===== src/rtl/issue_ctrl_pkg.sv =====
// Shared control constants for the issue controller: decoder codes,
// FSM state encoding and the in-flight write-tracking slot layout.
package issue_ctrl_pkg;

   // Register-port usage codes from the decoder (rdN = read ports, wrN = write port).
   localparam logic [2:0] RD0WR0 = 3'd0;
   localparam logic [2:0] RD1WR1 = 3'd1;
   localparam logic [2:0] RD2WR1 = 3'd2;
   localparam logic [2:0] RD1WR0 = 3'd3;
   localparam logic [2:0] RD0WR1 = 3'd4;

   // Memory operation codes.
   localparam logic [2:0] MEMNOP = 3'd0;
   localparam logic [2:0] MEMWLD = 3'd1;
   localparam logic [2:0] MEMWST = 3'd2;

   // ALU operation codes carried by the decoder alongside regop/memop.
   localparam logic [2:0] ALUNOP = 3'd0;
   localparam logic [2:0] ALUADD = 3'd1;
   localparam logic [2:0] ALUSUB = 3'd2;
   localparam logic [2:0] ALUAND = 3'd3;
   localparam logic [2:0] ALUOR  = 3'd4;

   localparam logic [15:0] STALL_CNT_MAX = 16'hFFFF;

   // Controller state: running, holding for a register hazard, or waiting on memory.
   typedef enum logic [1:0] {
      RUN  = 2'd0,
      HAZ  = 2'd1,
      MEMW = 2'd2
   } state_e;

   // One in-flight instruction as seen by the hazard logic.
   typedef struct packed {
      logic       valid;
      logic       wen;
      logic [4:0] waddr;
      logic [2:0] memop;
   } slot_t;

   localparam slot_t SLOT_EMPTY = '0;

   function automatic logic uses_a(input logic [2:0] code);
      return (code == RD1WR1) || (code == RD2WR1) || (code == RD1WR0);
   endfunction

   function automatic logic uses_b(input logic [2:0] code);
      return (code == RD2WR1);
   endfunction

   function automatic logic uses_w(input logic [2:0] code);
      return (code == RD1WR1) || (code == RD2WR1) || (code == RD0WR1);
   endfunction

endpackage


===== src/rtl/issue_slot.sv =====
// Single write-tracking slot: holds on freeze, otherwise advances,
// optionally turning the incoming entry into a bubble.
module issue_slot
   import issue_ctrl_pkg::*;
(
   input  logic  clk,
   input  logic  reset_b,
   input  logic  hold_i,
   input  logic  bubble_i,
   input  slot_t slot_i,
   output slot_t slot_o
);

   slot_t slot_q;
   slot_t slot_d;

   // Next-state: keep the current entry on hold, else take the upstream one.
   always_comb begin
      slot_d = slot_q;
      if (!hold_i) begin
         slot_d = slot_i;
         if (bubble_i) begin
            slot_d.valid = 1'b0;
         end
      end
   end

   // Slot register, cleared by reset so nothing in flight survives it.
   always_ff @(posedge clk) begin
      if (!reset_b) begin
         slot_q <= SLOT_EMPTY;
      end else begin
         slot_q <= slot_d;
      end
   end

   assign slot_o = slot_q;

endmodule


===== src/rtl/issue_ctrl.sv =====
// Issue controller: scoreboards writes in flight through EX/MEM/WB,
// stalls dependent instructions and freezes the pipe on memory waits.
module issue_ctrl
   import issue_ctrl_pkg::*;
#(
   parameter int PIPE_SLOTS = 3
)(
   input  logic        clk,
   input  logic        reset_b,
   input  logic        instr_vld,
   input  logic [2:0]  regop,
   input  logic [2:0]  memop,
   input  logic [4:0]  rrdaddra,
   input  logic [4:0]  rrdaddrb,
   input  logic [4:0]  rwraddrd,
   input  logic        mem_ack,
   output logic        stall,
   output logic        issue,
   output logic        freeze,
   output logic        mem_req,
   output logic        wb_wen,
   output logic [4:0]  wb_waddr,
   output logic [15:0] stall_cnt
);

   // Slot 0 is EX, slot 1 is MEM, the last slot is WB.
   localparam int MEM_IDX = 1;
   localparam int WB_IDX  = PIPE_SLOTS - 1;

   slot_t       slot_q  [PIPE_SLOTS];
   slot_t       slot_in [PIPE_SLOTS];
   slot_t       issue_pkt;
   logic        match_a;
   logic        match_b;
   logic        hazard;
   state_e      state_q;
   state_e      state_d;
   logic [15:0] stall_cnt_q;
   logic [15:0] stall_cnt_d;

   // Build the entry that enters EX when the current instruction issues.
   always_comb begin
      issue_pkt       = SLOT_EMPTY;
      issue_pkt.valid = 1'b1;
      issue_pkt.wen   = uses_w(regop);
      issue_pkt.waddr = rwraddrd;
      issue_pkt.memop = memop;
   end

   genvar gi;
   generate
      for (gi = 0; gi < PIPE_SLOTS; gi++) begin : g_slot
         if (gi == 0) begin : g_head
            assign slot_in[gi] = issue_pkt;
            issue_slot u_slot (
               .clk      (clk),
               .reset_b  (reset_b),
               .hold_i   (freeze),
               .bubble_i (~issue),
               .slot_i   (slot_in[gi]),
               .slot_o   (slot_q[gi])
            );
         end else begin : g_tail
            assign slot_in[gi] = slot_q[gi-1];
            issue_slot u_slot (
               .clk      (clk),
               .reset_b  (reset_b),
               .hold_i   (freeze),
               .bubble_i (1'b0),
               .slot_i   (slot_in[gi]),
               .slot_o   (slot_q[gi])
            );
         end
      end
   endgenerate

   // Compare both read addresses against every pending write (r0 included).
   always_comb begin
      match_a = 1'b0;
      match_b = 1'b0;
      for (int i = 0; i < PIPE_SLOTS; i++) begin
         if (slot_q[i].valid && slot_q[i].wen) begin
            if (slot_q[i].waddr == rrdaddra) match_a = 1'b1;
            if (slot_q[i].waddr == rrdaddrb) match_b = 1'b1;
         end
      end
   end

   assign hazard   = instr_vld && ((uses_a(regop) && match_a) || (uses_b(regop) && match_b));
   assign mem_req  = slot_q[MEM_IDX].valid && (slot_q[MEM_IDX].memop != MEMNOP);
   // An ack in the same cycle as the request means no wait at all.
   assign freeze   = mem_req && !mem_ack;
   assign issue    = instr_vld && !hazard && !freeze;
   assign stall    = instr_vld && !issue;
   assign wb_wen   = slot_q[WB_IDX].valid && slot_q[WB_IDX].wen && !freeze;
   assign wb_waddr = slot_q[WB_IDX].waddr;

   // Next state: memory wait dominates a register hazard.
   always_comb begin
      state_d = RUN;
      if (freeze) begin
         state_d = MEMW;
      end else if (hazard) begin
         state_d = HAZ;
      end
   end

   // State register.
   always_ff @(posedge clk) begin
      if (!reset_b) begin
         state_q <= RUN;
      end else begin
         state_q <= state_d;
      end
   end

   // Saturating increment of the stall counter.
   always_comb begin
      stall_cnt_d = stall_cnt_q;
      if (stall && (stall_cnt_q != STALL_CNT_MAX)) begin
         stall_cnt_d = stall_cnt_q + 16'd1;
      end
   end

   // Stall counter register.
   always_ff @(posedge clk) begin
      if (!reset_b) begin
         stall_cnt_q <= 16'd0;
      end else begin
         stall_cnt_q <= stall_cnt_d;
      end
   end

   assign stall_cnt = stall_cnt_q;

endmodule


===== config.mk =====
export PLATFORM = sky130hd
export DESIGN_NAME = issue_ctrl
export DESIGN_NICKNAME = d
export VERILOG_FILES = /design/src/rtl/issue_ctrl_pkg.sv /design/src/rtl/issue_slot.sv /design/src/rtl/issue_ctrl.sv
export SDC_FILE = /design/constraint.sdc
export NUM_CORES = 1
export LEC_CHECK = 0
export CORE_UTILIZATION = 50
export DETAILED_ROUTE_END_ITERATION = 8
export PLACE_DENSITY = 0.9
export RECOVER_POWER = 100
export SLEW_MARGIN = 15
export SYNTH_ARGS = -nofsm -noshare
export SYNTH_HDL_FRONTEND = slang
export SYNTH_SLANG_ARGS = --single-unit

===== constraint.sdc =====
create_clock -name clk -period 2.55 [get_ports clk]
set_clock_uncertainty 0.05 [all_clocks]
set_input_delay 0.6375 -clock clk [delete_from_list [all_inputs] [get_ports clk]]
set_output_delay 0.6375 -clock clk [all_outputs]
set_load 0.02 [all_outputs]

==> results of run 1 <==
area by class of cell:
cell class                      instances  share of cell area (%)
Tap cell                               50                    1.96
Timing Repair Buffer                   92                    25.5
Clock inverter                          3                    1.37
Clock buffer                            5                    2.15
Inverter                                4                   0.469
Multi-Input combinational cell        211                    41.6
Sequential cell                        43                    26.9
power breakdown:
part	switching, W	internal (W)
clock network	0.000255	0.000292
logic	0.000111	0.000117
registers	0.0000255	0.000693
flip-flops by register name, summed over array words and instances, names as in the netlist:
register,count
stall_cnt,16
g_slot.g_head.u_slot.slot_o,10
g_slot.g_tail.u_slot.slot_o,17
final timing paths:
| check | endpoint | cells past startpoint |
|---|---|---|
| max | stall | 9 |
| max reg2reg | stall_cnt[2] | 11 |
| min reg2reg | g_slot[0].g_head.u_slot.slot_o[1] | 2 |
| min | g_slot[0].g_head.u_slot.slot_o[1] | 2 |
layout by cell type, fill, tap and decap left out, drive strengths merged:
cell type      netlist  layout
a21oi               36      36
and3                 3       3
and4                 1       1
buf                 10      50
bufinv               0       1
clkbuf               7       9
clkdlybuf4s15        0       5
clkdlybuf4s50        0      10
clkinv               0       2
dfxtp               43      43
dlygate4sd2          0       1
dlygate4sd3          0      22
ha                   1       1
inv                  4       4
mux2i                2       2
nand2               62      62
nand2b               2       2
nand3                9       9
nand4                7       7
nand4b               1       1
nor2                 6       6
nor2b                1       1
nor3                 4       4
nor3b                1       1
nor4                 7       7
nor4bb               1       1
o211ai               1       1
o21a                 2       2
o21ai               10      10
o21bai               1       1
o311a                1       1
o31a                 1       1
o31ai                5       5
or2                  1       1
or3                  8       8
or4                  5       5
xnor2                7       7
xor2                25      25
worst max-delay path: stages:
cell      delay, ns
buf_2          0.12
buf_4          0.14
xor2_1         0.15
nor4_2         0.26
nand4_1        0.16
nand4b_1       0.23
nor2_4         0.07
nor2b_2        0.12
buf_6          0.12
metrics by stage:
| stage | area, um2 | hold slack, ns | util [%] |
|---|---|---|---|
| global route | 3200 | 0.433 | 78.3 |
| detailed placement | 2930 | 0.398 | 71.6 |
| CTS | 3140 | 0.408 | 76.7 |
| floorplan | 2190 | 0.382 | - |
| finish | 3200 | 0.412 | 78.3 |
| global placement | 2930 | 0.390 | 71.6 |
logic make-up (layout without fill, tap and decap cells):
logic type / Yosys count / count (layout) / share of synthesized area (%)
AO/OA/AOI/OAI: 57 / 57 / 14.7
XOR/XNOR: 32 / 32 / 12.8
adder cells (fa/ha/maj): 1 / 1 / 0.573
buffers and inverters: 21 / 104 / 4.87
flip-flops: 43 / 43 / 39.4
multiplexers: 2 / 2 / 0.916
AND/OR/NAND/NOR: 119 / 119 / 26.7
repair_timing:
action                                  4_1_cts  5_1_grt
gates resized for setup                      72       19
hold buffers                                  0        0
hold endpoints to repair                      0        0
pin swaps                                    16       14
buffers inserted                              6        2
endpoints found under the setup margin       16       15
routing by layer:
metal | vias up | global-route usage [%] | part of all wire (%)
li1 | 1120 | - | -
met1 | 1135 | 38.5 | 43
met5 | - | 0 | 0
met3 | 11 | 4.67 | 6.3
met4 | 0 | 11.2 | 1.2
met2 | 98 | 47.8 | 50
==> impl_metrics.json, run 1 <==
{
  "ctsLongestPathBuffers": 2,
  "numCtsBuffers": 5,
  "layout-area-overhead-vs-synth_pct": 46.4,
  "synth.most_common_cell": "nand2_1",
  "coreArea_mm2": 0.00409,
  "ant_nets": 0,
  "dp_slack_ns": -0.872,
  "synth_top_area_cell": "dfxtp_1",
  "nNetsFinal": 383,
  "n_fill_cell": 279,
  "grt_pass1_wl_um": 10100,
  "ys_ff_latch": 43,
  "fmax_mhz": 371,
  "status": "finished with violations",
  "hold_path.class": "register to register",
  "reg2reg_from": "g_slot[1].g_tail.u_slot.slot_o[7]",
  "final.setup.worst_slack_ns": -0.149,
  "worst_setup_path_start_kind": "input port",
  "required_ns": 1.86,
  "yosysWarnings": 0,
  "finalPower_w": 0.00149,
  "slew_viol_final": 0,
  "drv_cap": 0,
  "synth-seq-area-share_pct": 39.4,
  "drt-pass1-iter-count": 4,
  "wl_per_cell_um": 15.9,
  "grt_max_degree": 39,
  "ys_top_cells_by_area": "dfxtp_1 39%, nand2_1 11%, xor2_1 10%, a21oi_1 8.2%, xnor2_1 2.8%",
  "fp.dieW_um": 68.1,
  "violations": "setup timing",
  "end_kind": "output pin",
  "setup_viol": 10,
  "syn_nets": 301,
  "ys_types": 37,
  "async_reset_ff_share_pct": 0,
  "synthCells": 275,
  "grt-ovfl-total": 0,
  "drive_above_1_share_pct": 23.2,
  "dp_cells": 392,
  "hold_violations": 0,
  "num_vias": 2364,
  "powerDensity_mw_per_mm2": 467,
  "diodes": 0,
  "drc_errors": 0,
  "clk_latency_ns": 0.31,
  "first_global_vias": 2168,
  "root_buffer": "clkbuf_8",
  "synth-edff-count": 0,
  "setup_tns_ns": -0.693,
  "worst_slew_pin_slew_ns": 0.820,
  "ir_drop_mv": 0.499,
  "initialDrtViolationCount": 160,
  "multi_input_area_mm2": 0.00133,
  "period_needed_ns": 2.70,
  "tritoncts": "done",
  "rows": 23,
  "synth_flop_cell": "dfxtp_1",
  "crit_arrival_ns": 2.01,
  "rsz0062_at_grt": "true",
  "timing.reg2reg.setup_slack_ns": 0.05,
  "dp_hpwl_um": 4140,
  "stdcell_count": 408,
  "io-pin-count": 51,
  "die_y_um": 68.1,
  "gp_congestion": 0.907,
  "wl_um": 6500,
  "path_max_fanout": 3,
  "antenna_found_initial": 0,
  "die_area_mm2": 0.00464,
  "p_leak_nw": 1.35,
  "crit_start": "rrdaddrb[2]",
  "synth_top_area_share_pct": 39.4,
  "portBuffers": 50,
  "initial_utilization_pct": 53.5,
  "min_from": "g_slot[0].g_head.u_slot.slot_o[1]",
  "crit_type": "input port to output pin",
  "seq_area_um2": 861,
  "timing.final.crit_share_pct": 106,
  "syn-mean-instance-area_um2": 7.94,
  "grt_use_total_pct": 29.3,
  "slew_headroom_pct": 45.4,
  "synth_top_cells_by_count": "62 x nand2_1, 43 x dfxtp_1, 36 x a21oi_1",
  "clkTransAtPathRegs_ns": 0.08,
  "cts.sinks": 43,
  "syn_area_mm2": 0.00218,
  "vias_per_cell": 5.79,
  "htreeDepth": 2
}
Note: power is estimated with default switching activity, not from simulation.
==> inputs of run 2 (changes only) <==
Settings changed: CORE_ASPECT_RATIO from default to 1.2.
==> run 2 against run 1 <==
  * The flow still finishes with violations (setup timing)
  * Cell count shrank 0.49%
  * Register-to-register slack gained 0.08 ns
  * Worst setup slack gained 0.086 ns
  * Worst hold slack lost 0.0095 ns
  * Maximum frequency grew 3.3%
  * Via count shrank 1.8%
  * Clock power shrank 20%
  * Power shrank 7.2%
  * Design area shrank 1.8%
  * Flip-flop and latch count is the same
  * Highest routed layer unchanged
==> impl_metrics.json, run 2 (synthesized netlist as in run 1, its figures left out) <==
{
  "final_cell_mix": "62 x nand2_1, 41 x dfxtp_1, 36 x a21oi_1",
  "clk_latency_ns": 0.30,
  "final.setup.worst_slack_ns": -0.0625,
  "cp_slowest_stage_delay_ns": 0.45,
  "grt_util_met1_pct": 29.3,
  "htreeDepth": 2,
  "layout-area-overhead-vs-synth_pct": 43.8,
  "portBuffers": 50,
  "p_sw_share_pct": 27.8,
  "period_needed_ns": 2.61,
  "p_seq_share_pct": 51.9,
  "rsz0062_at_grt": "true",
  "ctsLongestPathBuffers": 2,
  "crit_arrival_ns": 1.93,
  "globalRouteMet3Util_pct": 4.60,
  "crit_chain": "buf_8 -> nor3b_4 -> nand4_1 -> or4_4 -> nand3_4 -> nor2_4 -> nor2b_2 -> buf_6",
  "setup_viol": 1,
  "num_vias": 2322,
  "first_global_vias": 2235,
  "crit_end": "stall",
  "wl_per_cell_um": 16.0,
  "numCtsBuffers": 5,
  "finalPower_w": 0.00139,
  "crit_type": "input port to output pin",
  "drv_cap": 0,
  "pwr-share-comb_pct": 16.5,
  "cts_hold_buf": 0,
  "grt_use_total_pct": 26.9,
  "holdWs_ns": 0.402,
  "vias_per_cell": 5.72,
  "gp_congestion": 0.899,
  "r2r_cells": 7,
  "r2r-end": "g_slot[1].g_tail.u_slot.slot_o[3]",
  "timing.final.crit_share_pct": 102,
  "root_buffer": "clkbuf_8",
  "internal-power_w": 0.00100,
  "multi_input_area_mm2": 0.00134,
  "grt-ovfl-total": 0,
  "drt-pass1-iter-count": 4,
  "hold_path.class": "register to register",
  "reg2reg_from": "g_slot[1].g_tail.u_slot.slot_o[9]",
  "clkTransAtPathRegs_ns": 0.08,
  "grt_max_degree": 27,
  "status": "finished with violations",
  "n_fill_cell": 282,
  "largest_reg_flops": 17,
  "p_switching_w": 0.000385,
  "dp_cells": 395,
  "critPathSlowestCell": "or4_4",
  "die_area_mm2": 0.00464,
  "stdcell_count": 406,
  "antenna_found_initial": 0,
  "fp.dieW_um": 62.3,
  "die_y_um": 74.4,
  "hold_violations": 0,
  "fmax_mhz": 383,
  "ir_drop_mv": 0.321,
  "coreArea_mm2": 0.00407,
  "drc_errors": 0,
  "setup_tns_ns": -0.0625,
  "dp_hpwl_um": 4080,
  "timing.reg2reg.setup_slack_ns": 0.13,
  "slew_headroom_pct": 24.0,
  "slew_viol_final": 0,
  "cts.sinks": 43,
  "end_kind": "output pin",
  "grtUsageMet2_pct": 51.5,
  "powerDensity_mw_per_mm2": 441,
  "nNetsFinal": 377,
  "crit_start": "regop[2]",
  "wl_um": 6500,
  "worst_slew_pin_slew_ns": 1.14,
  "diodes": 0,
  "seq_area_um2": 863,
  "initialDrtViolationCount": 247,
  "grt_busiest_layer": "met2",
  "layout_commonest_cell": "nand2_1",
  "power.clock.fraction_pct": 31.6,
  "grt_pass1_wl_um": 9880,
  "required_ns": 1.86,
  "ant_nets": 0,
  "p_leak_nw": 1.30,
  "tritoncts": "done",
  "worst_setup_path_start_kind": "input port",
  "drive_above_1_share_pct": 23.0,
  "path_max_fanout": 4,
  "initial_utilization_pct": 53.7,
  "rows": 25,
  "violations": "setup timing",
  "io-pin-count": 51
}
run 2: cell types whose count changed in the layout (fill, tap and decap cells not counted), moves of 3 or more:
cell	delta
buf_4	-6
buf_2	-3
buf_6	+4
clkdlybuf4s15_1	-3
xor2_1	-4
xor2_2	+4
run 2: timing repair:
| item | CTS | global route |
|---|---|---|
| setup endpoints to repair | 19 | 12 |
| gates resized for setup | 67 | 41 |
| pin swaps | 15 | 15 |
| buffers inserted | 3 | 1 |
run 2: power by group through the flow:
stage	logic [W]	registers, W	clock network, W
2_1_floorplan	0.0000930	0.000730	0
3_3_place_gp	0.000197	0.000730	0
3_5_place_dp	0.000202	0.000731	0
4_1_cts	0.000207	0.000716	0.000434
5_1_grt	0.000243	0.000722	0.000471
6_report	0.000228	0.000720	0.000438
run 2: worst min path at each step:
stage,from,endpoint,slack [ns],cells past startpoint
after floorplan,g_slot[0].g_head.u_slot.slot_o[0],g_slot[0].g_head.u_slot.slot_o[0],0.38,2
after global placement,g_slot[0].g_head.u_slot.slot_o[2],g_slot[0].g_head.u_slot.slot_o[2],0.39,2
after detailed placement,g_slot[0].g_head.u_slot.slot_o[1],g_slot[0].g_head.u_slot.slot_o[1],0.40,2
after CTS,g_slot[0].g_head.u_slot.slot_o[1],g_slot[0].g_head.u_slot.slot_o[1],0.41,2
after global routing,g_slot[0].g_head.u_slot.slot_o[0],g_slot[0].g_head.u_slot.slot_o[0],0.44,2
final,g_slot[0].g_head.u_slot.slot_o[1],g_slot[0].g_head.u_slot.slot_o[1],0.40,2
run 2: final cells by class:
cell class / count / area share, %
Multi-Input combinational cell: 211 / 42.6
Clock buffer: 6 / 2.31
Sequential cell: 43 / 27.5
Inverter: 4 / 0.478
Timing Repair Buffer: 86 / 24.5
Clock inverter: 2 / 0.398
Tap cell: 54 / 2.15
run 2: worst max-delay path: cells and delay by family:
kind          cells  cell delay, ns
simple gates      6            1.06
buf+inv           2            0.22
run 2: metal layers:
metal  up-vias  routed length (um)  share of wire [%]
met4         0                 259                4.0
met2       112                3380                 52
met3        30                 356                5.5
met5         -                   0                  0
met1      1084                2500                 39
li1       1096                   -                  -
run 2: stage by stage:
step / worst slack (ns) / utilization [%] / instance area (um2)
floorplan: 0.0260 / - / 2190
global placement: -0.851 / 71.6 / 2910
detailed placement: -0.881 / 71.6 / 2910
CTS: -0.0952 / 74.5 / 3030
global route: -0.0905 / 77.2 / 3140
finish: -0.0625 / 77.2 / 3140
